<file path="config.mk">
export PLATFORM = sky130hd
export DESIGN_NAME = fifo_flag_ctrl
export DESIGN_NICKNAME = d
export VERILOG_FILES = /design/src/rtl/fifo_flag_ctrl.sv
export SDC_FILE = /design/constraint.sdc
export NUM_CORES = 1
export LEC_CHECK = 0
export ABC_CLOCK_PERIOD_IN_PS = 3900
export BUFFER_PORTS_ARGS = -buffer_cell sky130_fd_sc_hd__clkbuf_2
export CORE_ASPECT_RATIO = 0.8
export CORE_UTILIZATION = 40
export DETAILED_ROUTE_END_ITERATION = 12
export PLACE_DENSITY = 0.71
export SLEW_MARGIN = 20
export SYNTH_ARGS = -nofsm -noshare
export SYNTH_HDL_FRONTEND = slang
export SYNTH_SLANG_ARGS = --single-unit
</file>
<file path="constraint.sdc">
create_clock -name CLK -period 3.9 [get_ports CLK]
set_input_delay 0.39 -clock CLK [delete_from_list [all_inputs] [get_ports CLK]]
set_output_delay 0.39 -clock CLK [all_outputs]
set_load 0.02 [all_outputs]
</file>
<file path="src/rtl/fifo_flag_ctrl.sv">
// FIFO flag/control stage: gates pointer-counter enables, tracks occupancy,
// drives full/empty/almost flags and sticky overflow/underflow/pointer errors.
module fifo_flag_ctrl #(
  parameter int DEPTH  = 256,
  parameter int AF_LVL = 240,
  parameter int AE_LVL = 16
) (
  input  logic       CLK,
  input  logic       CLR,
  input  logic       WR_REQ,
  input  logic       RD_REQ,
  input  logic [7:0] WR_Q,
  input  logic [7:0] RD_Q,
  output logic       WR_CE,
  output logic       RD_CE,
  output logic       FULL,
  output logic       EMPTY,
  output logic       ALMOST_FULL,
  output logic       ALMOST_EMPTY,
  output logic       OVERFLOW,
  output logic       UNDERFLOW,
  output logic       PTR_ERR,
  output logic [8:0] COUNT
);

  localparam logic [8:0] DEPTH_C = 9'(DEPTH);
  localparam logic [8:0] AF_C    = 9'(AF_LVL);
  localparam logic [8:0] AE_C    = 9'(AE_LVL);

  typedef enum logic [1:0] {
    S_EMPTY,
    S_PARTIAL,
    S_FULL
  } state_t;

  state_t     state;
  state_t     state_nxt;
  logic [8:0] count_nxt;
  logic [7:0] ptr_diff;

  assign WR_CE    = WR_REQ & ~FULL & ~CLR;
  assign RD_CE    = RD_REQ & ~EMPTY & ~CLR;
  assign ptr_diff = WR_Q - RD_Q;

  always_comb begin
    count_nxt = COUNT;
    unique case ({WR_CE, RD_CE})
      2'b10:   count_nxt = COUNT + 9'd1;
      2'b01:   count_nxt = COUNT - 9'd1;
      default: count_nxt = COUNT;
    endcase
  end

  always_comb begin
    state_nxt = state;
    unique case (state)
      S_EMPTY: begin
        if (WR_CE)
          state_nxt = (DEPTH == 1) ? S_FULL : S_PARTIAL;
      end
      S_PARTIAL: begin
        if (count_nxt == 9'd0)
          state_nxt = S_EMPTY;
        else if (count_nxt == DEPTH_C)
          state_nxt = S_FULL;
      end
      S_FULL: begin
        if (RD_CE)
          state_nxt = S_PARTIAL;
      end
      default: state_nxt = S_EMPTY;
    endcase
  end

  // Pointer check sees the Q values and COUNT from the same prior update.
  always_ff @(posedge CLK) begin
    if (CLR) begin
      state        <= S_EMPTY;
      COUNT        <= 9'd0;
      FULL         <= 1'b0;
      EMPTY        <= 1'b1;
      ALMOST_FULL  <= 1'b0;
      ALMOST_EMPTY <= 1'b1;
      OVERFLOW     <= 1'b0;
      UNDERFLOW    <= 1'b0;
      PTR_ERR      <= 1'b0;
    end else begin
      state        <= state_nxt;
      COUNT        <= count_nxt;
      FULL         <= (state_nxt == S_FULL);
      EMPTY        <= (state_nxt == S_EMPTY);
      ALMOST_FULL  <= (count_nxt >= AF_C);
      ALMOST_EMPTY <= (count_nxt <= AE_C);
      OVERFLOW     <= OVERFLOW | (WR_REQ & FULL);
      UNDERFLOW    <= UNDERFLOW | (RD_REQ & EMPTY);
      PTR_ERR      <= PTR_ERR | (ptr_diff != COUNT[7:0]);
    end
  end

endmodule
</file>
==> run_summary.xml <==
<?xml version="1.0" encoding="UTF-8"?>
<metrics>
  <group name="outcome">
    <metric name="run_status" unit="">finished, final reports clean</metric>
  </group>
  <group name="timing">
    <metric name="fin_hold_ws" unit="ns">0.381</metric>
    <metric name="period_share" unit="%">84.5</metric>
    <metric name="totalNegativeSetupSlack" unit="ns">0</metric>
    <metric name="finalWorstPathRequiredPeriod" unit="ns">3.30</metric>
    <metric name="report.final.setup_viol" unit="">0</metric>
    <metric name="finClkSkew" unit="ns">0.00303</metric>
    <metric name="achievable-frequency" unit="GHz">0.303</metric>
    <metric name="rsz0062_at_grt" unit="">no</metric>
    <metric name="final_max_tran_viols" unit="">0</metric>
    <metric name="hold_viol" unit="">0</metric>
    <metric name="timing.max_slew.rel_slack" unit="%">64.8</metric>
    <metric name="tightest_slew" unit="ns">0.527</metric>
    <metric name="postLayoutSetupSlackWorst" unit="ns">0.603</metric>
  </group>
  <group name="synthesis">
    <metric name="number_of_cells_produced_by_synthesis" unit="">228</metric>
    <metric name="async_flop_share" unit="%">0</metric>
    <metric name="syn_area_per_cell" unit="µm²">7.80</metric>
    <metric name="synthFlopType" unit="">sky130_fd_sc_hd__dfxtp_1</metric>
    <metric name="synth-warning-count" unit="">0</metric>
    <metric name="synth-edff-count" unit="">0</metric>
    <metric name="mappedNetlistArea" unit="µm²">1780</metric>
    <metric name="synthDistinctLibCells" unit="">61</metric>
    <metric name="yosys_register_bits" unit="">18</metric>
    <metric name="sequential_to_total_area_share_from_yosys_stat" unit="%">20.3</metric>
    <metric name="mappedNetlistNets" unit="">259</metric>
  </group>
  <group name="finish">
    <metric name="largestRegisters" unit="">COUNT: 9 flops, state: 2 flops</metric>
    <metric name="syn_to_final_growth" unit="%">14.5</metric>
    <metric name="antenna_cells_inserted" unit="">0</metric>
    <metric name="layout-drive-gt1-share" unit="%">21.9</metric>
    <metric name="post-route-util" unit="%">48.1</metric>
    <metric name="final_nets" unit="">288</metric>
    <metric name="max_ffs_per_register" unit="">9</metric>
    <metric name="largest_register" unit="">COUNT</metric>
  </group>
  <group name="placed_design">
    <metric name="buffer_ports.inserted" unit="">37</metric>
    <metric name="place.gp.congestion" unit="">0.841</metric>
    <metric name="detailedPlacementHpwl" unit="µm">3010</metric>
    <metric name="place_worst_setup_slack" unit="ns">0.385</metric>
  </group>
  <group name="clock_tree">
    <metric name="tritoncts.num_buffers" unit="">3</metric>
    <metric name="clkTransAtPathRegs" unit="ns">0.07</metric>
    <metric name="cts-htree-levels" unit="">1</metric>
    <metric name="cts_tree" unit="">done</metric>
    <metric name="cts.sinks" unit="">18</metric>
    <metric name="worstSkewPairLatency" unit="ns">0.25</metric>
    <metric name="cts_post_setup_buffers_inserted" unit="">0</metric>
    <metric name="cts_hold_buffers" unit="">0</metric>
    <metric name="cts-root-buf" unit="">sky130_fd_sc_hd__clkbuf_8</metric>
    <metric name="clock_tree.buffer_depth" unit="">2</metric>
    <metric name="cts-resized-gates" unit="">0</metric>
  </group>
  <group name="job">
    <metric name="drv_cap" unit="">0</metric>
  </group>
  <group name="floorplan">
    <metric name="floorplan.initialDensity" unit="%">42.0</metric>
    <metric name="num_io_pins" unit="">38</metric>
    <metric name="fp.dieArea" unit="µm²">4720</metric>
    <metric name="fp.coreArea" unit="µm²">4230</metric>
    <metric name="die_height" unit="µm">61.6</metric>
    <metric name="die_w" unit="µm">76.5</metric>
    <metric name="row_count" unit="">21</metric>
  </group>
  <group name="grt">
    <metric name="grt_start_max_net_pins" unit="">32</metric>
    <metric name="global_route.overflow_total" unit="">0</metric>
    <metric name="global_route.usage.met3" unit="%">3.11</metric>
    <metric name="grt_overall_usage" unit="%">17.4</metric>
    <metric name="antenna_violations_before_repair" unit="">0</metric>
    <metric name="met1_usage" unit="%">23.1</metric>
    <metric name="globalRouteMet2Util" unit="%">30.4</metric>
    <metric name="gr_busiest_metal" unit="">met2</metric>
    <metric name="grt_first_pass_wirelength" unit="µm">6600</metric>
    <metric name="first_global_vias" unit="">1457</metric>
  </group>
  <group name="critical_path">
    <metric name="crit_chain" unit="">nor3b_2, inv_1, ha_1, xor2_1, ha_1, and3b_1, o21ai_0, a21oi_1, or4_1, and3b_1, and4_4, a31o_2</metric>
    <metric name="critical_path_class" unit="">reg2reg</metric>
    <metric name="worstSetupEndpointType" unit="">register</metric>
    <metric name="path_max_fanout" unit="">7</metric>
    <metric name="reg2reg_setup_slack" unit="ns">0.60</metric>
    <metric name="worst_path_max_delay_cell" unit="">sky130_fd_sc_hd__or4_1</metric>
    <metric name="cp_data_arrival_time" unit="ns">3.44</metric>
    <metric name="timing.critical_path.from_type" unit="">register</metric>
    <metric name="cp_slowest_stage_delay" unit="ns">0.58</metric>
    <metric name="critical_path_data_required_time" unit="ns">4.05</metric>
  </group>
  <group name="drt">
    <metric name="wirelength" unit="µm">3970</metric>
    <metric name="via_per_inst" unit="">5.43</metric>
    <metric name="drt-pass1-iter-count" unit="">4</metric>
    <metric name="dr.first_iter.drc_count" unit="">170</metric>
    <metric name="final_antenna_net_count" unit="">0</metric>
    <metric name="drt_drc_violations_left" unit="">0</metric>
    <metric name="detail_route.wl_per_cell" unit="µm">12.7</metric>
    <metric name="dr_total_vias" unit="">1701</metric>
  </group>
  <group name="worst_hold_path">
    <metric name="holdCritPathClass" unit="">in2reg</metric>
  </group>
  <group name="pwr">
    <metric name="p_total" unit="µW">496</metric>
    <metric name="power.leakage" unit="nW">0.907</metric>
    <metric name="max-vdd-ir-drop" unit="mV">0.176</metric>
    <metric name="power_density" unit="nW/µm²">243</metric>
  </group>
</metrics>
==> worst max-delay path: cells and delay by family (launching register included) <==
family / cells / cell delay, ns
buffers and inverters: 1 / 0.10
DFF: 1 / 0.34
xor gates and xnor gates: 1 / 0.16
AOI/OAI and AO/OA: 3 / 0.58
and+or+nand+nor: 5 / 1.51
adders and majority gates: 2 / 0.51
==> logic make-up (layout without fill, tap and decap cells) <==
kind of cell	count (synthesis)	count (layout)	share of synthesized area (%)
simple gates	77	77	25.0
compound gates	64	64	25.8
buf+inv	34	62	8.87
xor+xnor	23	23	11.3
flops	18	18	20.3
fa+ha+maj	11	11	8.16
mux	1	1	0.563
==> where the power goes <==
part	switching (mW)	internal [mW]	leakage, nW
Sequential	0.0127	0.191	0.147
Clock	0.0633	0.0896	0.0288
Combinational	0.0734	0.0657	0.731
Total	0.149	0.346	0.907
==> routing by layer <==
layer	vias to the layer above	wire, µm
met3	2	184
met2	44	1740
li1	878	-
met4	0	22
met5	-	0
met1	777	2020
==> placed cells by master, fill, tap and decap left out, types with 4 or more instances in the layout <==
master	netlist	routed
sky130_fd_sc_hd__nor2b_1	7	7
sky130_fd_sc_hd__nand2_1	7	7
sky130_fd_sc_hd__xnor2_1	18	18
sky130_fd_sc_hd__clkbuf_2	0	37
sky130_fd_sc_hd__clkbuf_8	0	4
sky130_fd_sc_hd__nand3_1	4	4
sky130_fd_sc_hd__ha_1	10	10
sky130_fd_sc_hd__and3b_1	4	4
sky130_fd_sc_hd__inv_1	16	16
sky130_fd_sc_hd__buf_4	2	4
sky130_fd_sc_hd__nor2_1	22	22
sky130_fd_sc_hd__or4_1	4	4
sky130_fd_sc_hd__o21ai_0	8	8
sky130_fd_sc_hd__a21o_1	5	5
sky130_fd_sc_hd__dfxtp_1	18	18
sky130_fd_sc_hd__a21oi_1	17	17
sky130_fd_sc_hd__xor2_1	5	5
==> Yosys cell counts, drive strengths merged (4+ instances only) <==
master / count / area (µm²)
a21o: 5 / 37.5
buf: 12 / 75.1
o21ai: 9 / 45.0
nor2: 22 / 82.6
dfxtp: 18 / 360
and3b: 4 / 35.0
nand3: 4 / 20.0
inv: 17 / 63.8
nor3b: 5 / 37.5
nand2: 7 / 26.3
nor2b: 7 / 43.8
xnor2: 18 / 158
a21oi: 17 / 85.1
a31o: 4 / 35.0
clkbuf: 5 / 18.8
xor2: 5 / 43.8
or4: 4 / 30.0
ha: 10 / 125
==> per-stage QoR <==
stage | std cells | cell area (µm²)
after floorplan | 228 | 1790
after global placement | 309 | 1980
after detailed placement | 309 | 1980
after CTS | 313 | 2040
final | 313 | 2040
after global routing | 313 | 2040
==> worst paths after layout <==
check,from,to,depth (start not counted)
min,WR_REQ,OVERFLOW,3
max reg2reg,FULL,FULL,12
min reg2reg,OVERFLOW,OVERFLOW,2
max,FULL,FULL,12
==> final cells by class <==
cell class | count | area (µm²)
Clock buffer | 4 | 55.1
Fill cell | 422 | 2190
Inverter | 17 | 63.8
Multi-Input combinational cell | 176 | 1270
Sequential cell | 18 | 360
Tap cell | 57 | 71.3
Timing Repair Buffer | 41 | 215
Power figures use the tool's default switching activity.
